[src/rtl/project2_alu_v_pkg.sv]
// rtl/project2_alu_v_pkg.sv - shared ALU control codes, aluop classes and funcCode values
package project2_alu_v_pkg;

  typedef enum logic [3:0] {
    ALU_AND = 4'b0000,
    ALU_OR  = 4'b0001,
    ALU_ADD = 4'b0010,
    ALU_SUB = 4'b0110,
    ALU_SLT = 4'b0111,
    ALU_NOR = 4'b1100,
    ALU_ERR = 4'b1111
  } alu_ctl_e;

  localparam logic [1:0] ALUOP_MEM     = 2'd0;
  localparam logic [1:0] ALUOP_LOGIC   = 2'd1;
  localparam logic [1:0] ALUOP_RTYPE   = 2'd2;
  localparam logic [1:0] ALUOP_INVALID = 2'd3;

  localparam logic [9:0] FUNC_ADD = 10'd0;
  localparam logic [9:0] FUNC_OR  = 10'd1;
  localparam logic [9:0] FUNC_SLT = 10'd2;
  localparam logic [9:0] FUNC_AND = 10'd7;
  localparam logic [9:0] FUNC_SUB = 10'd256;
  localparam logic [9:0] FUNC_NOR = 10'd263;

  typedef struct packed {
    logic [7:0] result;
    logic       zero;
    logic       carryout;
    logic       overflow;
  } alu_out_t;

  localparam alu_out_t ALU_OUT_RESET = '{result: 8'd0, zero: 1'b0, carryout: 1'b0, overflow: 1'b0};

  // The adder runs in subtract mode for both SUB and SLT, since SLT is derived from a-b.
  function automatic logic uses_subtract(input alu_ctl_e ctl);
    return (ctl == ALU_SUB) || (ctl == ALU_SLT);
  endfunction

endpackage

[src/rtl/project2_alu_v_cntrl.sv]
// rtl/project2_alu_v_cntrl.sv - combinational (aluop, funcCode) to ALU control decode
module project2_alu_v_cntrl
  import project2_alu_v_pkg::*;
(
  input  logic [1:0] aluop,
  input  logic [9:0] funcCode,
  output alu_ctl_e   alu_ctl
);

  always_comb begin
    alu_ctl = ALU_ERR;
    unique case (aluop)
      ALUOP_MEM: alu_ctl = ALU_ADD;
      ALUOP_LOGIC: begin
        // Anything not recognised as a logic op is treated as a branch compare.
        unique case (funcCode)
          FUNC_AND: alu_ctl = ALU_AND;
          FUNC_OR:  alu_ctl = ALU_OR;
          FUNC_NOR: alu_ctl = ALU_NOR;
          default:  alu_ctl = ALU_SUB;
        endcase
      end
      ALUOP_RTYPE: begin
        unique case (funcCode)
          FUNC_ADD: alu_ctl = ALU_ADD;
          FUNC_SUB: alu_ctl = ALU_SUB;
          FUNC_SLT: alu_ctl = ALU_SLT;
          default:  alu_ctl = ALU_ERR;
        endcase
      end
      default: alu_ctl = ALU_ERR;
    endcase
  end

endmodule

[src/rtl/project2_alu_v_top.sv]
// rtl/project2_alu_v_top.sv - 8-bit ALU with registered result and flags
module project2_alu_v_top
  import project2_alu_v_pkg::*;
(
  input  logic       clk,
  input  logic       reset,
  input  logic [1:0] aluop,
  input  logic [9:0] funcCode,
  input  logic [7:0] a,
  input  logic [7:0] b,
  output logic [7:0] result,
  output logic       zero,
  output logic       carryout,
  output logic       overflow
);

  alu_ctl_e   alu_ctl;
  logic       sub_mode;
  logic [7:0] b_in;
  logic [8:0] sum;
  logic       add_ovf;
  alu_out_t   nxt;
  alu_out_t   q;

  project2_alu_v_cntrl u_cntrl (
    .aluop    (aluop),
    .funcCode (funcCode),
    .alu_ctl  (alu_ctl)
  );

  assign sub_mode = uses_subtract(alu_ctl);
  assign b_in     = sub_mode ? ~b : b;
  assign sum      = {1'b0, a} + {1'b0, b_in} + {8'd0, sub_mode};
  assign add_ovf  = (a[7] == b_in[7]) && (sum[7] != a[7]);

  always_comb begin
    nxt = ALU_OUT_RESET;
    unique case (alu_ctl)
      ALU_AND: nxt.result = a & b;
      ALU_OR:  nxt.result = a | b;
      ALU_NOR: nxt.result = ~(a | b);
      ALU_ADD, ALU_SUB: begin
        nxt.result   = sum[7:0];
        nxt.carryout = sum[8];
        nxt.overflow = add_ovf;
      end
      // Signed less-than: the sign of a-b is wrong exactly when a-b overflowed.
      ALU_SLT: nxt.result = {7'd0, sum[7] ^ add_ovf};
      default: nxt.result = 8'd0;
    endcase
    nxt.zero = (nxt.result == 8'd0);
  end

  always_ff @(posedge clk) begin
    if (reset) begin
      q <= ALU_OUT_RESET;
    end else begin
      q <= nxt;
    end
  end

  assign result   = q.result;
  assign zero     = q.zero;
  assign carryout = q.carryout;
  assign overflow = q.overflow;

endmodule

[config.mk]
export PLATFORM = sky130hd
export DESIGN_NAME = project2_alu_v_top
export DESIGN_NICKNAME = d
export VERILOG_FILES = /design/src/rtl/project2_alu_v_pkg.sv /design/src/rtl/project2_alu_v_cntrl.sv /design/src/rtl/project2_alu_v_top.sv
export SDC_FILE = /design/constraint.sdc
export NUM_CORES = 1
export LEC_CHECK = 0
export ABC_AREA = 0
export CORE_MARGIN = 2
export CORE_UTILIZATION = 47
export DETAILED_ROUTE_END_ITERATION = 8
export PLACE_DENSITY = 0.81
export SYNTH_ARGS = -nofsm -noshare
export SYNTH_HDL_FRONTEND = slang
export SYNTH_HIERARCHICAL = 1
export SYNTH_SLANG_ARGS = --single-unit
[constraint.sdc]
create_clock -name clk -period 6.65 [get_ports clk]
set_input_delay 1.995 -clock clk [delete_from_list [all_inputs] [get_ports clk]]
set_output_delay 1.995 -clock clk [all_outputs]
set_load 0.02 [all_outputs]
== Word-level counts from Yosys, hierarchy flattened ==
Index checks and enable logic that the tools add are counted.

* Flip-flop bits (word level): 11
* Input bits: 30
* Output and inout bits: 11
* Word-level logic and storage cells: 39

* $add $sub $neg: 2
* Equality and inequality tests: 14
* Mux-type cells: 5
* Bitwise gates (word level): 6
* Reduce and logical (&&, ||, !) cells: 8

{| class="wikitable"
|+ Operators with widths
! operator !! number
|-
| $pmux 8 s5 || 1
|-
| $pmux 4 s3 || 3
|-
| $eq 10x9->1 const B || 2
|-
| $not 8->8 || 2
|-
| $eq 10x1->1 const B || 1
|-
| $eq 10x2->1 const B || 1
|-
| $eq 10x3->1 const B || 1
|-
| $logic_not 10->1 || 1
|-
| $add 8x8->9 || 1
|-
| $add 9x1->9 || 1
|-
| $and 8x8->8 || 1
|-
| $eq 4x3->1 const B || 2
|-
| $logic_not 8->1 || 1
|-
| $mux 8 || 1
|-
| $or 8x8->8 || 1
|-
| $eq 4x1->1 const B || 1
|-
| $eq 4x2->1 const B || 1
|-
| $eq 4x4->1 const B || 1
|-
| $logic_not 4->1 || 1
|-
| $reduce_or 2->1 || 2
|-
| $eq 2x1->1 const B || 1
|-
| $eq 2x2->1 const B || 1
|-
| $logic_not 2->1 || 1
|-
| $eq 1x1->1 || 1
|-
| 5 further kinds || 5
|}

== Depth between registers and ports, before layout ==
* Depth in word-level cells: 13
* Depth in mapped cells: 15
* Mapped depth without buffers: 12

== Modules after synthesis ==
The synthesis kept the hierarchy.

{| class="wikitable"
|+ Modules (own cells, without submodules)
! module !! times used !! cells an instance !! area an instance (sq um) !! sequential area each (sq um)
|-
| project2_alu_v_top || 1 || 138 || 1,141.1 || 220.2
|-
| project2_alu_v_cntrl || 1 || 21 || 155.1 || 0.0
|}

== Least setup slack after synthesis ==
No wires, ideal clock.

* Path type: input-to-reg
* From: in funcCode[3]
* To: reg q, in the netlist zero
* Setup time: 61 ps
* Data arrival time: 5,193 ps
* Required time: 6,589 ps
* Setup slack: 1,396 ps
* Cell stages on the path: 14
* Buffers on the path: 2
* Path through: nor4_4 > and3_2 > o2111ai_1 > buf_2 > nand3b_1 > clkbuf_1 > xnor2_1 > fa_1 > a211oi_1 > nor2_1 > mux2_2 > a211oi_1 > and2_0 > and4_1

* Word-level cells in the longest chain between the ends: 13
* Elaborated cells between the ends (all ways): 26
* Those cells by class: add/sub: 2; eq/ne: 12; mux: 5; bitwise: 1; reduce/logical: 6

{| class="wikitable"
|+ Ends and longest elaborated chain
! item !! RTL line !! text
|-
| start: declaration || project2_alu_v_top.sv:8 || <nowiki>input logic [9:0] funcCode,</nowiki>
|-
| $eq 10x9->1, or another cell as far along || project2_alu_v_cntrl.sv:16 || <nowiki>unique case (funcCode)</nowiki>
|-
| $pmux 4 s3 (*) || project2_alu_v_cntrl.sv:16 ||
|-
| $pmux 4 s3 (*) || project2_alu_v_cntrl.sv:12 || <nowiki>unique case (aluop)</nowiki>
|-
| via alu_ctl[1] || project2_alu_v_top.sv:17 || <nowiki>alu_ctl_e alu_ctl;</nowiki>
|-
| $eq 4x3->1 || project2_alu_v_pkg.sv:37, project2_alu_v_top.sv:38 ||
|-
| $logic_or 1x1->1 || project2_alu_v_pkg.sv:37 || <nowiki>return (ctl == ALU_SUB) || (ctl == ALU_SLT);</nowiki>
|-
| $mux 8 || project2_alu_v_top.sv:32 || <nowiki>assign b_in = sub_mode ? ~b : b;</nowiki>
|-
| $add 8x8->9 || project2_alu_v_top.sv:33 || <nowiki>assign sum = {1'b0, a} + {1'b0, b_in} + {8'd0, sub_mode};</nowiki>
|-
| $add 9x1->9 || project2_alu_v_top.sv:33 ||
|-
| $ne 1x1->1 || project2_alu_v_top.sv:34 || <nowiki>assign add_ovf = (a[7] == b_in[7]) && (sum[7] != a[7]);</nowiki>
|-
| $logic_and 1x1->1 || project2_alu_v_top.sv:34 ||
|-
| $xor 1x1->1 || project2_alu_v_top.sv:48 || <nowiki>ALU_SLT: nxt.result = {7'd0, sum[7] ^ add_ovf};</nowiki>
|-
| $pmux 8 s5 (*) || project2_alu_v_top.sv:38 || <nowiki>unique case (alu_ctl)</nowiki>
|-
| $logic_not 8->1 (*) || project2_alu_v_top.sv:51 || <nowiki>nxt.zero = (nxt.result == 8'd0);</nowiki>
|-
| end signal: assignment || project2_alu_v_top.sv:58 || <nowiki>q <= nxt;</nowiki>
|-
| end: declaration || project2_alu_v_top.sv:23 || <nowiki>alu_out_t q;</nowiki>
|}

The timed path passes the listed nets; every way through them passes the cells marked *.
A chain may end at the register's enable or synchronous reset.

== Worst setup path in the final report ==
* From: in funcCode[3]
* To: reg q, in the netlist zero

* Word-level cells in the longest chain between the ends: 13
* Elaborated cells between the ends (all ways): 26
* Those cells by class: add/sub: 2; eq/ne: 12; mux: 5; bitwise: 1; reduce/logical: 6

{| class="wikitable"
|+ Ends and longest elaborated chain
! item !! RTL line !! text
|-
| $eq 10x2->1, or another cell as far along || project2_alu_v_cntrl.sv:24 || <nowiki>unique case (funcCode)</nowiki>
|-
| $pmux 4 s3, on equally long branches || project2_alu_v_cntrl.sv:24, project2_alu_v_cntrl.sv:16 ||
|-
| $pmux 4 s3 (*) || project2_alu_v_cntrl.sv:12 ||
|-
| via alu_ctl[3] || project2_alu_v_top.sv:17 ||
|-
| $eq 4x3->1 || project2_alu_v_pkg.sv:37, project2_alu_v_top.sv:38 ||
|-
| $logic_or 1x1->1 || project2_alu_v_pkg.sv:37 ||
|-
| $mux 8 || project2_alu_v_top.sv:32 ||
|-
| $add 8x8->9 || project2_alu_v_top.sv:33 ||
|-
| $add 9x1->9 || project2_alu_v_top.sv:33 ||
|-
| $ne 1x1->1 || project2_alu_v_top.sv:34 ||
|-
| $logic_and 1x1->1 || project2_alu_v_top.sv:34 ||
|-
| $xor 1x1->1 || project2_alu_v_top.sv:48 ||
|-
| $pmux 8 s5 (*) || project2_alu_v_top.sv:38 ||
|-
| $logic_not 8->1 (*) || project2_alu_v_top.sv:51 ||
|}

Marked as above.

==> results <==
-- cells in the final DEF (no fill, tap or decap), drive strengths merged, types with 5 or more instances in the layout --
cell           count
a211oi             6
a21oi             14
clkdlybuf4s50     40
dfxtp             11
ha                 9
inv                5
maj3               7
nand2              7
nor2              19
nor3               7
nor4               5
o21ai              6
xnor2              8
-- cells in the mapped netlist (all sizes together), types with 4 or more instances --
cell	n	area, um^2
nor3	7	35.0
nor4	5	46.3
maj3	7	70.1
inv	5	18.8
nor2	19	71.3
o21ai	6	30.0
a211oi	6	45.0
ha	9	113
xnor2	8	70.1
clkbuf	4	16.3
xor2	4	35.0
a21oi	14	73.8
nand3b	4	30.0
dfxtp	11	220
nand2	7	26.3
-- power groups by stage --
stage,clock network (mW),registers (mW),logic (mW)
after global placement,0,0.0756,0.148
final,0.0423,0.0741,0.155
after CTS,0.0446,0.0742,0.154
after global routing,0.0480,0.0748,0.169
after floorplan,0,0.0846,0.0884
after detailed placement,0,0.0757,0.153
-- registers in the layout (all words and copies together), names as in the netlist --
signal	count
overflow	1
zero	1
result	8
carryout	1
-- how the worst min path moves through the flow --
stage / to / from / depth (start not counted)
final: result[5] / reset / 2
after global routing: overflow / a[7] / 3
after CTS: result[3] / reset / 2
after detailed placement: result[4] / result[4] / 1
after global placement: result[7] / reset / 2
after floorplan: overflow / a[7] / 2
-- routing by layer --
layer,up-vias,wire (um)
li1,680,-
met1,635,1500
met2,59,1770
met3,10,212
met4,0,34
met5,-,0
-- cell families after synthesis --
logic type               count (synthesis)
AND/OR/NAND/NOR                         63
AO/OA/AOI/OAI                           41
adder cells (fa/ha/maj)                 17
XOR/XNOR                                12
buffers and inverters                   12
flip-flops                              11
multiplexers                             3
-- through the flow --
step | setup WS, ns | utilization [%] | cells | area, um^2
finish | 0.968 | 65.3 | 231 | 1750
floorplan | 1.40 | - | 159 | 1300
CTS | 1.02 | 65.3 | 231 | 1750
global route | 0.767 | 65.3 | 231 | 1750
detailed placement | 0.757 | 64.3 | 227 | 1730
global placement | 0.892 | 64.3 | 227 | 1730
-- final cells by class --
class / instances / area, um^2 / area share, %
clock buffers: 4 / 26.3 / 1.50
inverters: 5 / 18.8 / 1.07
multi-input cells: 136 / 1020 / 58.1
flip-flops and latches: 11 / 220 / 12.6
well taps: 31 / 38.8 / 2.21
repair buffers: 44 / 430 / 24.5
==> parameters.txt <==
Parameter                              Value

Timing
  Final setup violation count ... 0
  Clock period minus worst slack ... around 5.7 ns
  Number of max-slew violations in the final report ... 0
  Transition time at the pin with the least slew margin ... 0.641 ns
  Max Clock Freq ... about 180 MHz
  Unrepaired setup endpoints after global routing ... false
  Final worst hold slack ... 2.53 ns
  Share of the clock period used by the worst path after layout ... 85.4%
  Setup TNS ... 0 ns
  Hold Fails Final Rpt ... 0
  Worst-case headroom to the max-slew limit ... between 50 and 60%

Flow run
  MaxCap Viol Count ... 0

Min path
  Worst hold path type ... in2reg

Clock tree
  Post_cts resized ... 0
  Setup bufs post-CTS ... 0
  Inserted Clock Buffers ... 3
  CTS H-Tree Depth ... 1
  Clk sink count ... 11
  Max Root-Sink Buffers ... 2
  Clock transition time at the flip-flop clock pins of the worst setup and hold paths ... 0.06 ns
  Count of hold-fix buffers inserted at cts ... 0
  Clock root buffer ... clkbuf_4
  CTS tree ... built

Critical path
  Cells along the critical path ... clkdlybuf4s50_1, nor4_4, and3b_2, a221oi_1, buf_4, nand3b_1, xnor2_1, fa_1, a211oi_1, nor2_1, mux2_2, a211oi_1, and2_0, and4_1
  Most prevalent standard cell on the critical path ... a211oi_1
  Worst setup path end ... zero
  Crit path DAT ... around 5.9 ns
  Launch point of the critical path ... funcCode[3]
  Category of the most critical setup path ... in2reg
  CP endpoint kind ... flip-flop
  Worst path bufs/invs ... 2
  CP required ... 6.85 ns
  Critical path peak fanout ... 10
  Slowest library cell on the worst path ... fa_1
  Worst stage delay on the critical path ... 0.47 ns
  Top delay family on crit path ... simple AND/OR/NAND/NOR gates
  Total stage count of the critical path ... 14
  Startpoint Class ... input pin

Detailed routing
  Detail-routed via count per cell ... 5.99
  Routed WL ... 3510 um
  Via count of the routed design ... 1384
  Drt initial violations ... 30
  Antenna violation net count after detailed routing ... 0
  Count of TritonRoute iterations in the first routing pass ... 4
  Routed WL per cell ... 15.2 um
  Drt drc ... 0

Synthesis
  Mean Syn Cell Area ... ~8 um^2
  Synth Warn # ... 6
  Dominant synthesized flop cell ... dfxtp_1
  Main combinational cell family by area after synthesis ... simple AND/OR/NAND/NOR gates
  Synth cell types ... 53
  Cell area after synthesis ... about 0.0013 mm^2
  Synth Area in Simple Gates ... between 20% and 30%
  Share of synthesized area spent on multiplexers ... under 10%
  Count of flip-flops with a built-in enable after synthesis ... 0
  Syn Nets ... between 150 and 200
  Seq cells post-synth ... 11
  FFs w/ async S/R, synth ... 0%
  Portion of the post-synthesis area used by sequential elements ... 17.0%
  Synth Area in Adders ... 15.6%
  Synth Area in Compound Gates ... about 22%
  Cell count after synthesis ... 159
  Xor-xnor portion of the synthesized cell area ... 8.11%

Finish
  Number of fill cells ... 240
  Final net count ... 241
  Relative area change from synthesis to final layout ... 35.3%
  Inserted Diodes ... 0
  Share of cells above drive strength 1 ... 10.0%

Die
  Core area ... 0.00269 mm^2
  Total die area ... 0.00319 mm^2
  Row count ... 19
  Num ports ... 41
  Initial cell density of the core ... about half
  Die height ... about 57 um
  Die span in x ... 56.5 um

Placed design
  Port-buffer cells ... 40
  Detailed Place HPWL ... 2840 um
  Global placer's final weighted congestion ... between 0.8 and 0.9

Power and ir drop
  Switching fraction of total power ... a little under two fifths
  Pint ... ~170 uW
  Switch Pwr ... 101 uW
  Pwr dens ... roughly 150 mW/mm^2
  VDD IR-drop max ... between 100 and 150 uV
  Proportion of power drawn by combinational gates ... 57.1%
  Static leakage ... 0.643 nW
  Proportion of power drawn by the clock network ... 15.6%
  Part of the power in registers ... around 27%
  Final Power ... ~270 uW

Global routing
  Routing usage on met1 ... between 20% and 30%
  Largest net degree at the start of global routing ... 16
  All-Layer GR Usage ... 22.8%
  Most used routing layer ... met2
  Wire length of the first global-routing pass ... between 5000 and 6000 um
  Leftover overflow at the end of global routing ... 0
  Via count of the first global-routing pass ... approximately 1300
  Initial antenna violation count ... 0
  Met3 capacity usage during global routing ... 1.38%
  Met2 Usage GRT ... 42.2%

Run status
  Run status ... finished, final reports clean
Power figures use the tool's default switching activity.
